--- src/rtl/gf_sec32_pkg.sv ---
// Shared widths, check-bit masks and the codeword payload for the SEC32 encoder.
package gf_sec32_pkg;

  localparam int unsigned DATA_W = 32;
  localparam int unsigned CHK_W  = 8;
  localparam int unsigned CW_W   = 40;
  localparam int unsigned NB_W   = 3;
  localparam int unsigned POS_W  = 6;

  // Check bit k is the even parity of the data bits selected by CHK_MASK[k].
  localparam logic [DATA_W-1:0] CHK_MASK [CHK_W] = '{
    32'h00FF1111, 32'hFF002222, 32'h0F0F4444, 32'hF0F08888,
    32'h111100FF, 32'h2222FF00, 32'h44440F0F, 32'h8888F0F0
  };

  // One buffered codeword with its framing information.
  typedef struct packed {
    logic [DATA_W-1:0] data;
    logic [CHK_W-1:0]  chk;
    logic              last;
    logic [NB_W-1:0]   nbytes;
  } cw_entry_t;

  // Position of the next byte inside the word being packed.
  typedef enum logic [1:0] {
    IDX0 = 2'd0,
    IDX1 = 2'd1,
    IDX2 = 2'd2,
    IDX3 = 2'd3
  } byte_idx_e;

endpackage

--- src/rtl/gf_sec32_parity.sv ---
// Purely combinational 32-bit to 8-bit check-bit generator.
module gf_sec32_parity
  import gf_sec32_pkg::*;
(
  input  logic [DATA_W-1:0] data,
  output logic [CHK_W-1:0]  chk_c
);

  // Each check bit is the XOR-reduction of its masked data bits.
  always_comb begin
    chk_c = '0;
    for (int unsigned k = 0; k < CHK_W; k++) begin
      chk_c[k] = ^(data & CHK_MASK[k]);
    end
  end

endmodule

--- src/rtl/gf_sec32_encoder.sv ---
// Byte packer, check-bit generation, error injection and 2-entry output FIFO.
module gf_sec32_encoder
  import gf_sec32_pkg::*;
(
  input  logic              clk,
  input  logic              rst,
  input  logic              in_valid,
  output logic              in_ready,
  input  logic [7:0]        in_byte,
  input  logic              in_last,
  input  logic              inj_valid,
  input  logic [POS_W-1:0]  inj_pos,
  output logic              out_valid,
  input  logic              out_ready,
  output logic [DATA_W-1:0] out_data,
  output logic [CHK_W-1:0]  out_chk,
  output logic              out_en,
  output logic              out_last,
  output logic [NB_W-1:0]   out_nbytes
);

  byte_idx_e        idx_q, idx_d;
  logic [23:0]      acc_q, acc_d;
  logic             armed_q, armed_d;
  logic [POS_W-1:0] pos_q, pos_d;
  cw_entry_t        e0_q, e0_d, e1_q, e1_d;
  logic [1:0]       cnt_q, cnt_d;
  logic             rdy_q, rdy_d;
  logic             vld_q, vld_d;

  logic             xfer_c, push_c, pop_c;
  logic [DATA_W-1:0] word_c;
  logic [CHK_W-1:0]  chk_c;
  logic [NB_W-1:0]   nbytes_c;
  logic              eff_armed_c;
  logic [POS_W-1:0]  eff_pos_c;
  logic [CW_W-1:0]   flip_c;
  logic [CW_W-1:0]   cw_c;
  cw_entry_t         new_c;

  gf_sec32_parity u_parity (
    .data  (word_c),
    .chk_c (chk_c)
  );

  // Merge the incoming byte into the partial word at the current index.
  always_comb begin
    word_c   = {8'h00, acc_q};
    nbytes_c = 3'd1;
    case (idx_q)
      IDX0:    begin word_c[7:0]   = in_byte; nbytes_c = 3'd1; end
      IDX1:    begin word_c[15:8]  = in_byte; nbytes_c = 3'd2; end
      IDX2:    begin word_c[23:16] = in_byte; nbytes_c = 3'd3; end
      IDX3:    begin word_c[31:24] = in_byte; nbytes_c = 3'd4; end
      default: begin word_c        = '0;      nbytes_c = 3'd1; end
    endcase
  end

  // Handshakes, injection selection and the codeword written to the FIFO.
  always_comb begin
    xfer_c      = in_valid & rdy_q;
    push_c      = xfer_c & (in_last | (idx_q == IDX3));
    pop_c       = vld_q & out_ready;
    eff_armed_c = inj_valid ? (inj_pos < POS_W'(CW_W)) : armed_q;
    eff_pos_c   = inj_valid ? inj_pos : pos_q;
    flip_c      = eff_armed_c ? (CW_W'(1) << eff_pos_c) : '0;
    cw_c        = {chk_c, word_c} ^ flip_c;
    new_c       = '{data:   cw_c[DATA_W-1:0],
                    chk:    cw_c[CW_W-1:DATA_W],
                    last:   in_last,
                    nbytes: nbytes_c};
  end

  // Next-state logic for packer, injection register and FIFO.
  always_comb begin
    idx_d   = idx_q;
    acc_d   = acc_q;
    armed_d = armed_q;
    pos_d   = pos_q;
    e0_d    = e0_q;
    e1_d    = e1_q;
    cnt_d   = cnt_q;
    rdy_d   = rdy_q;
    vld_d   = vld_q;

    if (inj_valid) begin
      armed_d = inj_pos < POS_W'(CW_W);
      pos_d   = inj_pos;
    end

    if (xfer_c) begin
      if (push_c) begin
        idx_d   = IDX0;
        acc_d   = '0;
        armed_d = 1'b0;
      end else begin
        acc_d = word_c[23:0];
        case (idx_q)
          IDX0:    idx_d = IDX1;
          IDX1:    idx_d = IDX2;
          IDX2:    idx_d = IDX3;
          default: idx_d = IDX0;
        endcase
      end
    end

    if (pop_c) begin
      e0_d = e1_q;
    end
    if (push_c) begin
      if ((cnt_q == 2'd0) || ((cnt_q == 2'd1) && pop_c)) begin
        e0_d = new_c;
      end else begin
        e1_d = new_c;
      end
    end

    cnt_d = cnt_q + 2'(push_c) - 2'(pop_c);
    rdy_d = cnt_d < 2'd2;
    vld_d = cnt_d != 2'd0;
  end

  // State registers; reset discards everything and holds in_ready low.
  always_ff @(posedge clk or posedge rst) begin
    if (rst) begin
      idx_q   <= IDX0;
      acc_q   <= '0;
      armed_q <= 1'b0;
      pos_q   <= '0;
      e0_q    <= '0;
      e1_q    <= '0;
      cnt_q   <= '0;
      rdy_q   <= 1'b0;
      vld_q   <= 1'b0;
    end else begin
      idx_q   <= idx_d;
      acc_q   <= acc_d;
      armed_q <= armed_d;
      pos_q   <= pos_d;
      e0_q    <= e0_d;
      e1_q    <= e1_d;
      cnt_q   <= cnt_d;
      rdy_q   <= rdy_d;
      vld_q   <= vld_d;
    end
  end

  assign in_ready   = rdy_q;
  assign out_valid  = vld_q;
  assign out_en     = vld_q;
  assign out_data   = e0_q.data;
  assign out_chk    = e0_q.chk;
  assign out_last   = e0_q.last;
  assign out_nbytes = e0_q.nbytes;

endmodule

--- config.mk ---
export PLATFORM = sky130hd
export DESIGN_NAME = gf_sec32_encoder
export DESIGN_NICKNAME = d
export VERILOG_FILES = /design/src/rtl/gf_sec32_pkg.sv /design/src/rtl/gf_sec32_parity.sv /design/src/rtl/gf_sec32_encoder.sv
export SDC_FILE = /design/constraint.sdc
export NUM_CORES = 1
export LEC_CHECK = 0
export CAP_MARGIN = 20
export CELL_PAD_IN_SITES_DETAIL_PLACEMENT = 1
export CELL_PAD_IN_SITES_GLOBAL_PLACEMENT = 2
export CORE_AREA = 2 2 143 145
export DETAILED_ROUTE_END_ITERATION = 16
export DIE_AREA = 0 0 145 147
export PLACE_DENSITY_LB_ADDON = 0.1
export SYNTH_ARGS = -nofsm -noshare
export SYNTH_HDL_FRONTEND = slang
export SYNTH_SLANG_ARGS = --single-unit
export TNS_END_PERCENT = 1
--- constraint.sdc ---
create_clock -name clk -period 5.3 [get_ports clk]
set_input_delay 0.795 -clock clk [delete_from_list [all_inputs] [get_ports clk]]
set_output_delay 0.795 -clock clk [all_outputs]
set_load 0.02 [all_outputs]
[Word-level counts from Yosys, hierarchy flattened]
Index checks and enable logic that the tools add are counted.
Storage, ports and cells
  register bits after elaboration: 125
  input bits: 20
  output and inout port bits: 47
  logic and storage cells: 60
Cells by class
  add/sub/neg operators: 2
  magnitude comparators: 2
  eq/ne operators: 4
  shift-type cells: 1
  multiplexer cells: 16
  bitwise logic cells: 6
  reduce and logical (&&, ||, !) cells: 14
Operators by type and width (count)
  32-bit parity: 8
  44-bit 2-to-1 mux: 3
  40-bit 2-to-1 mux: 1
  1-bit by 6-bit << shifter with 40-bit output (first input constant): 1
  40-bit XOR: 1
  8-bit 2-to-1 mux: 4
  24-bit 2-to-1 mux: 1
  3-bit case mux with 4 select lines: 1
  6-bit less-than comparator (second input constant): 1
  6-bit 2-to-1 mux: 1
  2-bit case mux with 3 select lines: 1
  2-bit by 1-bit == test with 1-bit output (second input constant): 2
  2-bit == test (second input constant): 2
  2-bit zero test: 2
  1-bit bitwise AND: 3
  1-bit 2-to-1 mux: 3
  2-bit by 1-bit adder with 2-bit output: 1
  2-bit less-than comparator (second input constant): 1
  2-bit 2-to-1 mux: 1
  2-bit AND reduction: 1
  2-bit nonzero test: 1
  2-bit by 1-bit subtractor with 2-bit output: 1
  1-bit logical AND: 1
  1-bit logical OR: 1
  other kinds (2): 2

[Logic depth before layout (Yosys ltp)]
  depth after elaboration: 6
  depth in mapped cells: 10
  mapped depth without buffers: 8

[By module]
Synthesis repeated with hierarchy kept, for this count alone.
Unflattened totals
  cell total of the unflattened synthesis: 686
  area total of the unflattened synthesis: 7230.7 um2
By module, submodules not included
  gf_sec32_encoder: instances 1, cells each 630, area each 6615.1 um2, sequential area each 3128.0 um2
  gf_sec32_parity: instances 1, cells each 56, area each 615.6 um2, sequential area each 0.0 um2

[Least setup slack after synthesis]
No wires, ideal clock.
  path kind: input to register
  start: in out_ready
  end: reg vld_q, in the netlist out_en
  library setup time: 0.126 ns
  arrival time: 2.299 ns
  data required time: 5.174 ns
  path slack: 2.875 ns
  stages on the path: 9
  path buffers: 1
  cells stage by stage: nand2_1 clkinv_1 clkbuf_1 ha_1 inv_1 ha_1 xor2_1 xnor2_1 nand2b_1
On the way
  longest elaborated chain between the ends: 3
Ends and longest elaborated chain
  from (decl): line gf_sec32_encoder.sv:14  | input logic out_ready,
  1-bit bitwise AND: line gf_sec32_encoder.sv:63  | pop_c = vld_q & out_ready;
  2-bit by 1-bit subtractor with 2-bit output: line gf_sec32_encoder.sv:118  | cnt_d = cnt_q + 2'(push_c) - 2'(pop_c);
  2-bit nonzero test: line gf_sec32_encoder.sv:120  | vld_d = cnt_d != 2'd0;
  net vld_d: line gf_sec32_encoder.sv:29  | logic vld_q, vld_d;
  to (signal assigned): line gf_sec32_encoder.sv:144  | vld_q <= vld_d;
  to (decl): line gf_sec32_encoder.sv:29
The timed path passes the listed nets, and every way through them passes these cells.
A chain may end at the register's enable or synchronous reset.

==> impl_metrics.csv <==
group,metric,value,unit
detailed_routing,antenna_left,0,
synth,synth.area.top_cells,"dfrtp_1 42%, xnor2_1 7.7%, mux2i_1 5.8%",
synth,synthesis.area,0.00739,mm2
place,place_congestion,0.851,
finish,syn_to_final_growth,18.7,%
finish,drive_gt1_share,10.2,%
grt,grt.total_usage,21.9,%
synth,syn_inst,737,
power,power.switching,2.28,mW
die,design.die.area,0.0213,mm2
detailed_routing,via_per_inst,5.33,
place,place_inst,1029,
finish,final-instance-count-excl-fill,1062,
detailed_routing,top_layer_used,"met4",
place,pre_cts_ws,1.47,ns
power,leakage,3.63,nW
die,die_w,145,um
setup_path,startpoint_type,"primary input",
synth,synth_edf_count,0,
synth,synth_nets,764,
setup_path,cp_data_arrival_time,3.71,ns
setup_path,crit_fanout,26,
die,core_region_area,0.0198,mm2
setup_path,critPathRequiredTime,5.58,ns
clocking,cts_repair_resize_count,0,
grt,grt_pass1_wl,35700,um
clocking,htree_levels,4,
grt,antenna_found_initial,0,
synth,avgSynthCellArea,10.0,um2
power,seq_power_share,28.7,%
clocking,postCtsSetupRepairBufs,0,
timing,fmax,292,MHz
detailed_routing,dr_total_vias,5659,
finish,num-nets-final,806,
power,clkPwrFrac,21.0,%
die,rows,52,
grt,grt-ovfl-total,0,
finish,fin_area,0.00877,mm2
synth,yosysTopAreaCell,"dfrtp_1",
run_status,outcome,"complete, no violations",
min_path,min_path_type,"register to register",
synth,ys_warn_count,0,
power,power_density,632,mW/mm2
place,post_dp_cell_area,0.00818,mm2
timing,slew_headroom,35.4,%
finish,fillers,2204,
synth,ys_types,61,
synth,seq_area_frac_synth,42.3,%
detailed_routing,drt-total-wl,22300,um
timing,worst_slew_pin_slew,0.965,ns
clocking,clk_pin_slew_worst_paths,0.06,ns
power,comb_power_share,50.3,%
detailed_routing,drc,0,
timing,hold_violations,0,
clocking,cts_hold_buf,0,
clocking,clk_latency,0.43,ns
detailed_routing,met2_length,10200,um
timing,final.setup.tns,0,ns
synth,synth_top_area_share,42.3,%
detailed_routing,drt-initial-drc-count,336,
detailed_routing,wirelength_met1,11000,um
die,die_h,147,um
synth,async_flop_share,100,%
power,netSwitchingFraction,41.2,%
timing,period_share,64.7,%
timing,rsz0062_at_grt,"false",
flow_run,cap_violations,0,
grt,grt_max_degree,89,
timing,fin_crit,3.43,ns
setup_path,end_kind,"register",
clocking,cts_tree,"built",
setup_path,setup.worst_path.class,"primary input to register",
place,numPortBuffers,66,
timing,drv_slew,0,
clocking,cts_root_buf,"clkbuf_16",
clocking,clock_sinks,125,
timing,fin_ws,1.87,ns
detailed_routing,wire_per_inst,21.0,um
timing,finClkSkew,0.0123,ns
synth,synth_seq_cells,125,
setup_path,reg2reg_slack,2.29,ns
grt,grt_pass1_vias,6023,
clocking,numCtsBuffers,17,
synth,synthFlopType,"dfrtp_1",
die,start_util,37.2,%
finish,fin_util,44.2,%
power,intPower,3.25,mW
timing,setup_viol,0,
detailed_routing,dr_wl_met3,807,um
finish,antennaDiodeCount,0,
detailed_routing,drt_first_pass_iters,4,
power,irDropWorstVdd,0.267,mV
clocking,cts_max_path_buffers,2,
die,io_pins,67,
place,dp_hpwl,15400,um
-- cells by family (layout without fill, tap and decap cells) --
group	after synthesis	count (layout)	share of synthesized area, %
buffers and inverters	66	121	4.61
xor gates and xnor gates	98	98	13.4
muxes	51	51	7.04
and+or+nand+nor	203	203	14.0
DFF	125	125	42.3
adders and majority gates	7	7	1.19
AOI/OAI and AO/OA	187	187	17.4
-- metal layers --
layer / track usage, % / vias up
met5: 0 / -
met4: 6.39 / 0
met3: 3.45 / 15
met2: 34.4 / 95
met1: 31.4 / 2866
li1: - / 2683
-- power groups by stage --
stage	Combinational [mW]	Clock [mW]	Sequential, mW
4_1_cts	2.81	1.19	1.59
6_report	2.78	1.16	1.59
5_1_grt	3.03	1.24	1.64
2_1_floorplan	1.75	0	1.71
3_5_place_dp	2.78	0	1.61
3_3_place_gp	2.73	0	1.59
-- cells in the final DEF, fill, tap and decap left out, types with 4 or more instances in the layout --
cell type,n
xor2_1,22
dfrtp_1,125
a21oi_1,41
xnor3_1,4
inv_1,9
clkinvlp_4,4
nand2b_1,11
a22o_1,23
xnor2_2,4
ha_1,7
nand2_1,85
and2_1,36
o21ai_1,37
nand3b_1,6
a22o_2,4
xnor2_1,65
clkdlybuf4s50_1,66
o21ai_0,23
nand3_1,34
mux2_2,8
clkbuf_16,17
mux2i_1,43
buf_4,11
nor2_1,8
a211oi_1,37
-- worst paths after layout --
path                                           to                 start  cells past startpoint
setup / recovery           out_data[15]$_DFF_PP0_             inj_valid                      6
hold / removal                e1_q[5]$_DFFE_PP0P_   e1_q[5]$_DFFE_PP0P_                      2
setup reg to reg             out_chk[2]$_DFF_PP0_  idx_q[1]$_DFFE_PP0N_                      9
hold reg to reg               e1_q[5]$_DFFE_PP0P_   e1_q[5]$_DFFE_PP0P_                      2
max in group asynchronous   acc_q[17]$_DFFE_PP0N_                   rst                      3
min in group asynchronous    e1_q[17]$_DFFE_PP0P_                   rst                      2
-- area by class of cell --
type,count,area [um2],area share [%]
Multi-Input combinational cell,546,3930,44.8
Sequential cell,125,3130,35.7
Timing Repair Buffer,77,743,8.48
Clock buffer,19,443,5.05
Tap cell,270,338,3.85
Clock inverter,13,140,1.60
Inverter,12,47.5,0.542
-- per-stage QoR --
| step | power (mW) | hold slack, ns |
|---|---|---|
| 2_1_floorplan | 3.47 | 0.445 |
| 3_3_place_gp | 4.32 | 0.460 |
| 3_5_place_dp | 4.39 | 0.476 |
| 4_1_cts | 5.59 | 0.489 |
| 5_1_grt | 5.91 | 0.513 |
| 6_report | 5.54 | 0.483 |
-- sequential cells by signal, indices dropped and copies added (netlist names) --
name / flops
acc_q: 24
out_data: 32
pos_q: 6
out_last: 1
e1_q: 44
idx_q: 2
out_nbytes: 3
armed_q: 1
out_en: 1
cnt_q: 2
out_chk: 8
in_ready: 1
-- worst max-delay path, cell delays in order --
cell	delay [ns]
clkdlybuf4s50_1	1.07
nand2_1	0.27
o22ai_2	0.69
nand3_1	0.19
xnor2_1	0.55
a21oi_1	0.12
-- cell usage after synthesis, types with 3 or more instances --
master and count:
nand3b_1 6, dfrtp_1 125, a211oi_1 37, and2_1 36
o21ai_1 37, inv_1 10, xnor2_1 65, mux2i_1 43
xor2_1 22, o22ai_2 3, nand2_1 85, nand3_1 34
nand2b_1 11, ha_1 7, buf_4 3, xnor2_2 4
mux2_2 8, buf_2 17, buf_1 6, o21ai_0 23
xnor3_1 4, and3_1 3, clkbuf_1 19, buf_6 7
a21oi_1 41, a22o_2 4, nor2_1 8, or3_1 3
a22o_1 23
No activity file was read; power rests on OpenSTA's default activity.
==> patch 1: new RTL, same flow settings <==
The 4 values of `byte_idx_e` get a Gray code encoding in 2 bits.
--- a/src/rtl/gf_sec32_pkg.sv
+++ b/src/rtl/gf_sec32_pkg.sv
@@ -25,6 +25,6 @@
   typedef enum logic [1:0] {
-    IDX0 = 2'd0,
-    IDX1 = 2'd1,
-    IDX2 = 2'd2,
-    IDX3 = 2'd3
+    IDX0 = 2'b00,
+    IDX1 = 2'b01,
+    IDX2 = 2'b11,
+    IDX3 = 2'b10
   } byte_idx_e;
Check against the original RTL: no difference found for any inputs over 4 cycles, from zero or initial values and one cycle with rst high; so few cycles prove little.
==> patch 1 against the unedited design <==
- critical endpoint is now out_chk[2]
- global-route usage decreased by 0.49 points
- power decreased by 6.0%
- wire length decreased by 2.1%
- via count decreased by 2.0%
- highest routed layer unchanged
- count of clock-buffer cells in the layout unchanged
- sequential cell count unchanged
- non-clock buffer count unchanged
- design area about the same
- hold slack improved by 0.0035 ns
- area after synthesis increased by 0.29%
- sequential share of layout area about the same
- synthesized cell count decreased by 3.7%
- setup slack improved by 0.19 ns
==> patch 1: results (changes against the unedited design) <==
[metrics] Total GRT Usage: 21.4% (-0.49 points)
[metrics] end of the worst register-to-register path: out_chk[7]
[metrics] synthesized net count: 738 (-3.4%)
[metrics] final worst clock skew: 0.0102 ns (-0.00202 ns)
[metrics] placed insts: 1001 (-2.7%)
[metrics] worst-case reg-to-reg path depth: 7 (-2)
[metrics] number of cells produced by synthesis: 710 (-3.7%)
[metrics] peak ir drop on the vdd network: 266 µV (-0.46%)
[metrics] routed wire length: 21.9 mm (-2.1%)
[metrics] largest cells by area after synthesis: sky130_fd_sc_hd__dfrtp_1, sky130_fd_sc_hd__xnor2_1, sky130_fd_sc_hd__mux2i_1
[metrics] vias in the first global route: 5942 (-1.3%)
[metrics] detailed-placement wirelength estimate: 15.1 mm (-1.8%)
[metrics] run status: finished clean
[metrics] Filler Cell Count: 2167 (-1.7%)
[metrics] DR vias/cell: 5.37 (+0.79%)
[metrics] buffers inserted by post-CTS timing repair: 0 (unchanged)
[metrics] critical path fanouts, max: 24 (-7.7%)
[metrics] cell area after placement: 8190 µm² (+0.21%)
[metrics] final std cells w/o fill: 1033 (-2.7%)
[metrics] number of distinct library cell variants in the gate-level netlist after synthesis: 59 (-3.3%)
[metrics] first-pass detailed-route iteration total: 5 (+1)
[metrics] end of the worst hold path: e1_q[41]
[metrics] sequential share of the synthesized area: 42.2% (-0.12 points)
[metrics] largest net degree at the start of global routing: 58 (-35%)
[metrics] reg2reg start: idx_q[0]
[metrics] total number of nets in the final design: 778 (-3.5%)
[metrics] FF-to-FF setup slack: 2.27 ns (-0.02 ns)
[metrics] worst min-delay path startpoint: e1_q[41]
[metrics] list of most frequent post-synthesis cells: sky130_fd_sc_hd__dfrtp_1, sky130_fd_sc_hd__xnor2_1, sky130_fd_sc_hd__nand2_1, sky130_fd_sc_hd__mux2i_1, sky130_fd_sc_hd__and2_1
-- patch 1: cell types whose count changed after synthesis, moves of 5 or more --
cell                      before  now
sky130_fd_sc_hd__mux2i_1      43   48
sky130_fd_sc_hd__nand2_1      85   61
sky130_fd_sc_hd__a32o_1        0   24
sky130_fd_sc_hd__a22o_1       23    0
sky130_fd_sc_hd__o21ai_1      37   17
sky130_fd_sc_hd__xnor2_1      65   70
sky130_fd_sc_hd__o21ai_0      23   35
sky130_fd_sc_hd__a21oi_1      41   36
-- patch 1: metal layers --
metal  GRT usage (%)  share of wire [%]
met5               0                  0
met4            4.75               0.92
met3            4.16                2.7
met2            33.3                 46
met1            31.1                 50
-- patch 1: worst max-delay path by stage --
stage                 end  cells after the start  startpoint
2_1_floorplan    acc_q[0]                      1         rst
3_3_place_gp     e1_q[43]                      5   inj_valid
3_5_place_dp   out_chk[2]                      7   inj_valid
4_1_cts        out_chk[2]                      7   inj_valid
5_1_grt        out_chk[2]                      7   inj_valid
6_report       out_chk[2]                      7   inj_valid
-- patch 1: cells by family (layout without fill, tap and decap cells) --
family	Yosys count	count (layout)	synth area share, %
flip-flops	125	125	42.2
AND/OR/NAND/NOR	177	177	12.6
multiplexers	58	58	8.00
AO/OA/AOI/OAI	168	168	16.4
buffers and inverters	67	120	4.91
XOR/XNOR	107	107	14.4
adder cells (fa/ha/maj)	8	8	1.35
-- patch 1: through the flow --
step	power [W]	worst slack, ns	util, %	hold slack [ns]
detailed placement	0.00411	1.67	41.3	0.475
global placement	0.00402	1.46	41.2	0.462
CTS	0.00526	2.12	44.2	0.487
floorplan	0.00328	1.18	-	0.450
global route	0.00556	1.88	44.2	0.511
finish	0.00521	2.06	44.2	0.486
-- patch 1: critical path: stages --
cell	delay (ns)
sky130_fd_sc_hd__clkdlybuf4s50_1	1.15
sky130_fd_sc_hd__or2b_1	0.37
sky130_fd_sc_hd__o32ai_4	0.39
sky130_fd_sc_hd__nand3_2	0.16
sky130_fd_sc_hd__xnor2_2	0.18
sky130_fd_sc_hd__xnor2_1	0.35
sky130_fd_sc_hd__a21oi_1	0.13
-- patch 1: power breakdown --
group          switching (W)  total, W  internal, W  leakage (nW)
Combinational        0.00142   0.00252      0.00110          1.65
Sequential          0.000248   0.00155      0.00130          1.64
Clock               0.000463   0.00113     0.000670         0.272
Total                0.00213   0.00521      0.00308          3.56
-- patch 1: layout make-up --
class,instances,area (µm²),area share (%)
inverters,11,43.8,0.500
well taps,270,338,3.86
flip-flops and latches,125,3130,35.7
clock buffers,19,453,5.17
multi-input cells,518,3930,44.8
clock inverters,13,115,1.31
repair buffers,77,759,8.67
==> patch 2: new RTL, same settings <==
Made on the original files. The package constant `POS_W` goes from 6 to 3.
--- a/src/rtl/gf_sec32_pkg.sv
+++ b/src/rtl/gf_sec32_pkg.sv
@@ -7,3 +7,3 @@
   localparam int unsigned NB_W   = 3;
-  localparam int unsigned POS_W  = 6;
+  localparam int unsigned POS_W  = 3;
 
Ports: changed (resized inj_pos); port bits go from 67 to 64. The function was not compared with the original's and may differ.
==> patch 2 against the unedited design <==
- wire length decreased by 21%
- sequential power down 3%
- highest routed layer unchanged
- setup slack improved by 0.39 ns
- largest power group unchanged
- register-to-register slack worse by 0.02 ns
- critical path depth shrank 1
- final cell count decreased by 9.4%
- area after synthesis is 13% lower
- sequential share of layout area up 2.9 points
- sequential cell count is 3 lower
- clock power increased by 6%
- design area shrank 9.7%
- clock skew increased by 0.0024 ns
- power rose by 0.28%
- critical path type is now flip-flop to flip-flop
==> patch 2: results (changes against the unedited design) <==
[metrics] run status: finished clean
[metrics] number of cells produced by synthesis: 638 (-13%)
[metrics] met2 routed WL: 8.26 mm (-19%)
[metrics] list of most frequent post-synthesis cells: sky130_fd_sc_hd__dfrtp_1, sky130_fd_sc_hd__nand2_1, sky130_fd_sc_hd__o21ai_0, sky130_fd_sc_hd__a21oi_1, sky130_fd_sc_hd__and2_1
[metrics] Worst Setup Slack post-DPL: 1.76 ns (+0.284 ns)
[metrics] largest net degree at the start of global routing: 49 (-45%)
[metrics] Final Hold Slack: 0.479 ns (-0.00388 ns)
[metrics] Routed met3 length: 480 µm (-41%)
[metrics] number of distinct library cell variants in the gate-level netlist after synthesis: 49 (-20%)
[metrics] worst-case reg-to-reg path depth: 5 (-4)
[metrics] signal arrival time at the worst endpoint: 3.31 ns (-0.40 ns)
[metrics] leakage component of the power: 3.35 nW (-7.7%)
[metrics] end of the worst hold path: e1_q[38]
[metrics] met3 usage: 3.35% (-0.093 points)
[metrics] multiplexer share of the synthesized area: 6.25% (-0.79 points)
[metrics] kind of critical path: flip-flop to flip-flop
[metrics] critical path fanouts, max: 42 (+62%)
[metrics] sequential share of the synthesized area: 47.2% (+4.9 points)
[metrics] Iteration-0 DRC Markers: 168 (-50%)
[metrics] met1 global-route usage: 24.4% (-7.0 points)
[metrics] FF-to-FF setup slack: 2.27 ns (-0.02 ns)
[metrics] count of port buffers added during placement: 63 (-4.5%)
[metrics] WL met1: 8.68 mm (-21%)
[metrics] detailed-placement wirelength estimate: 11.6 mm (-24%)
[metrics] via total after detailed routing: 4758 (-16%)
==> patch 2: power breakdown <==
part	total [W]	switching [W]	leakage (nW)	internal (W)
Clock	0.00123	0.000428	0.300	0.000797
Combinational	0.00277	0.00155	1.45	0.00122
Sequential	0.00155	0.000260	1.60	0.00129
==> patch 2: critical path, stage by stage (launching register included) <==
cell,delay [ns]
sky130_fd_sc_hd__dfrtp_1,0.43
sky130_fd_sc_hd__ha_1,0.50
sky130_fd_sc_hd__o211ai_1,0.55
sky130_fd_sc_hd__or2_2,0.72
sky130_fd_sc_hd__buf_4,0.49
sky130_fd_sc_hd__o21ai_0,0.17
==> patch 2: area by class of cell <==
type | instances | area [µm²] | share of cell area, %
Timing Repair Buffer | 71 | 716 | 9.04
Clock inverter | 12 | 173 | 2.18
Inverter | 13 | 51.3 | 0.648
Clock buffer | 20 | 447 | 5.65
Tap cell | 270 | 338 | 4.27
Multi-Input combinational cell | 454 | 3140 | 39.6
Sequential cell | 122 | 3050 | 38.6
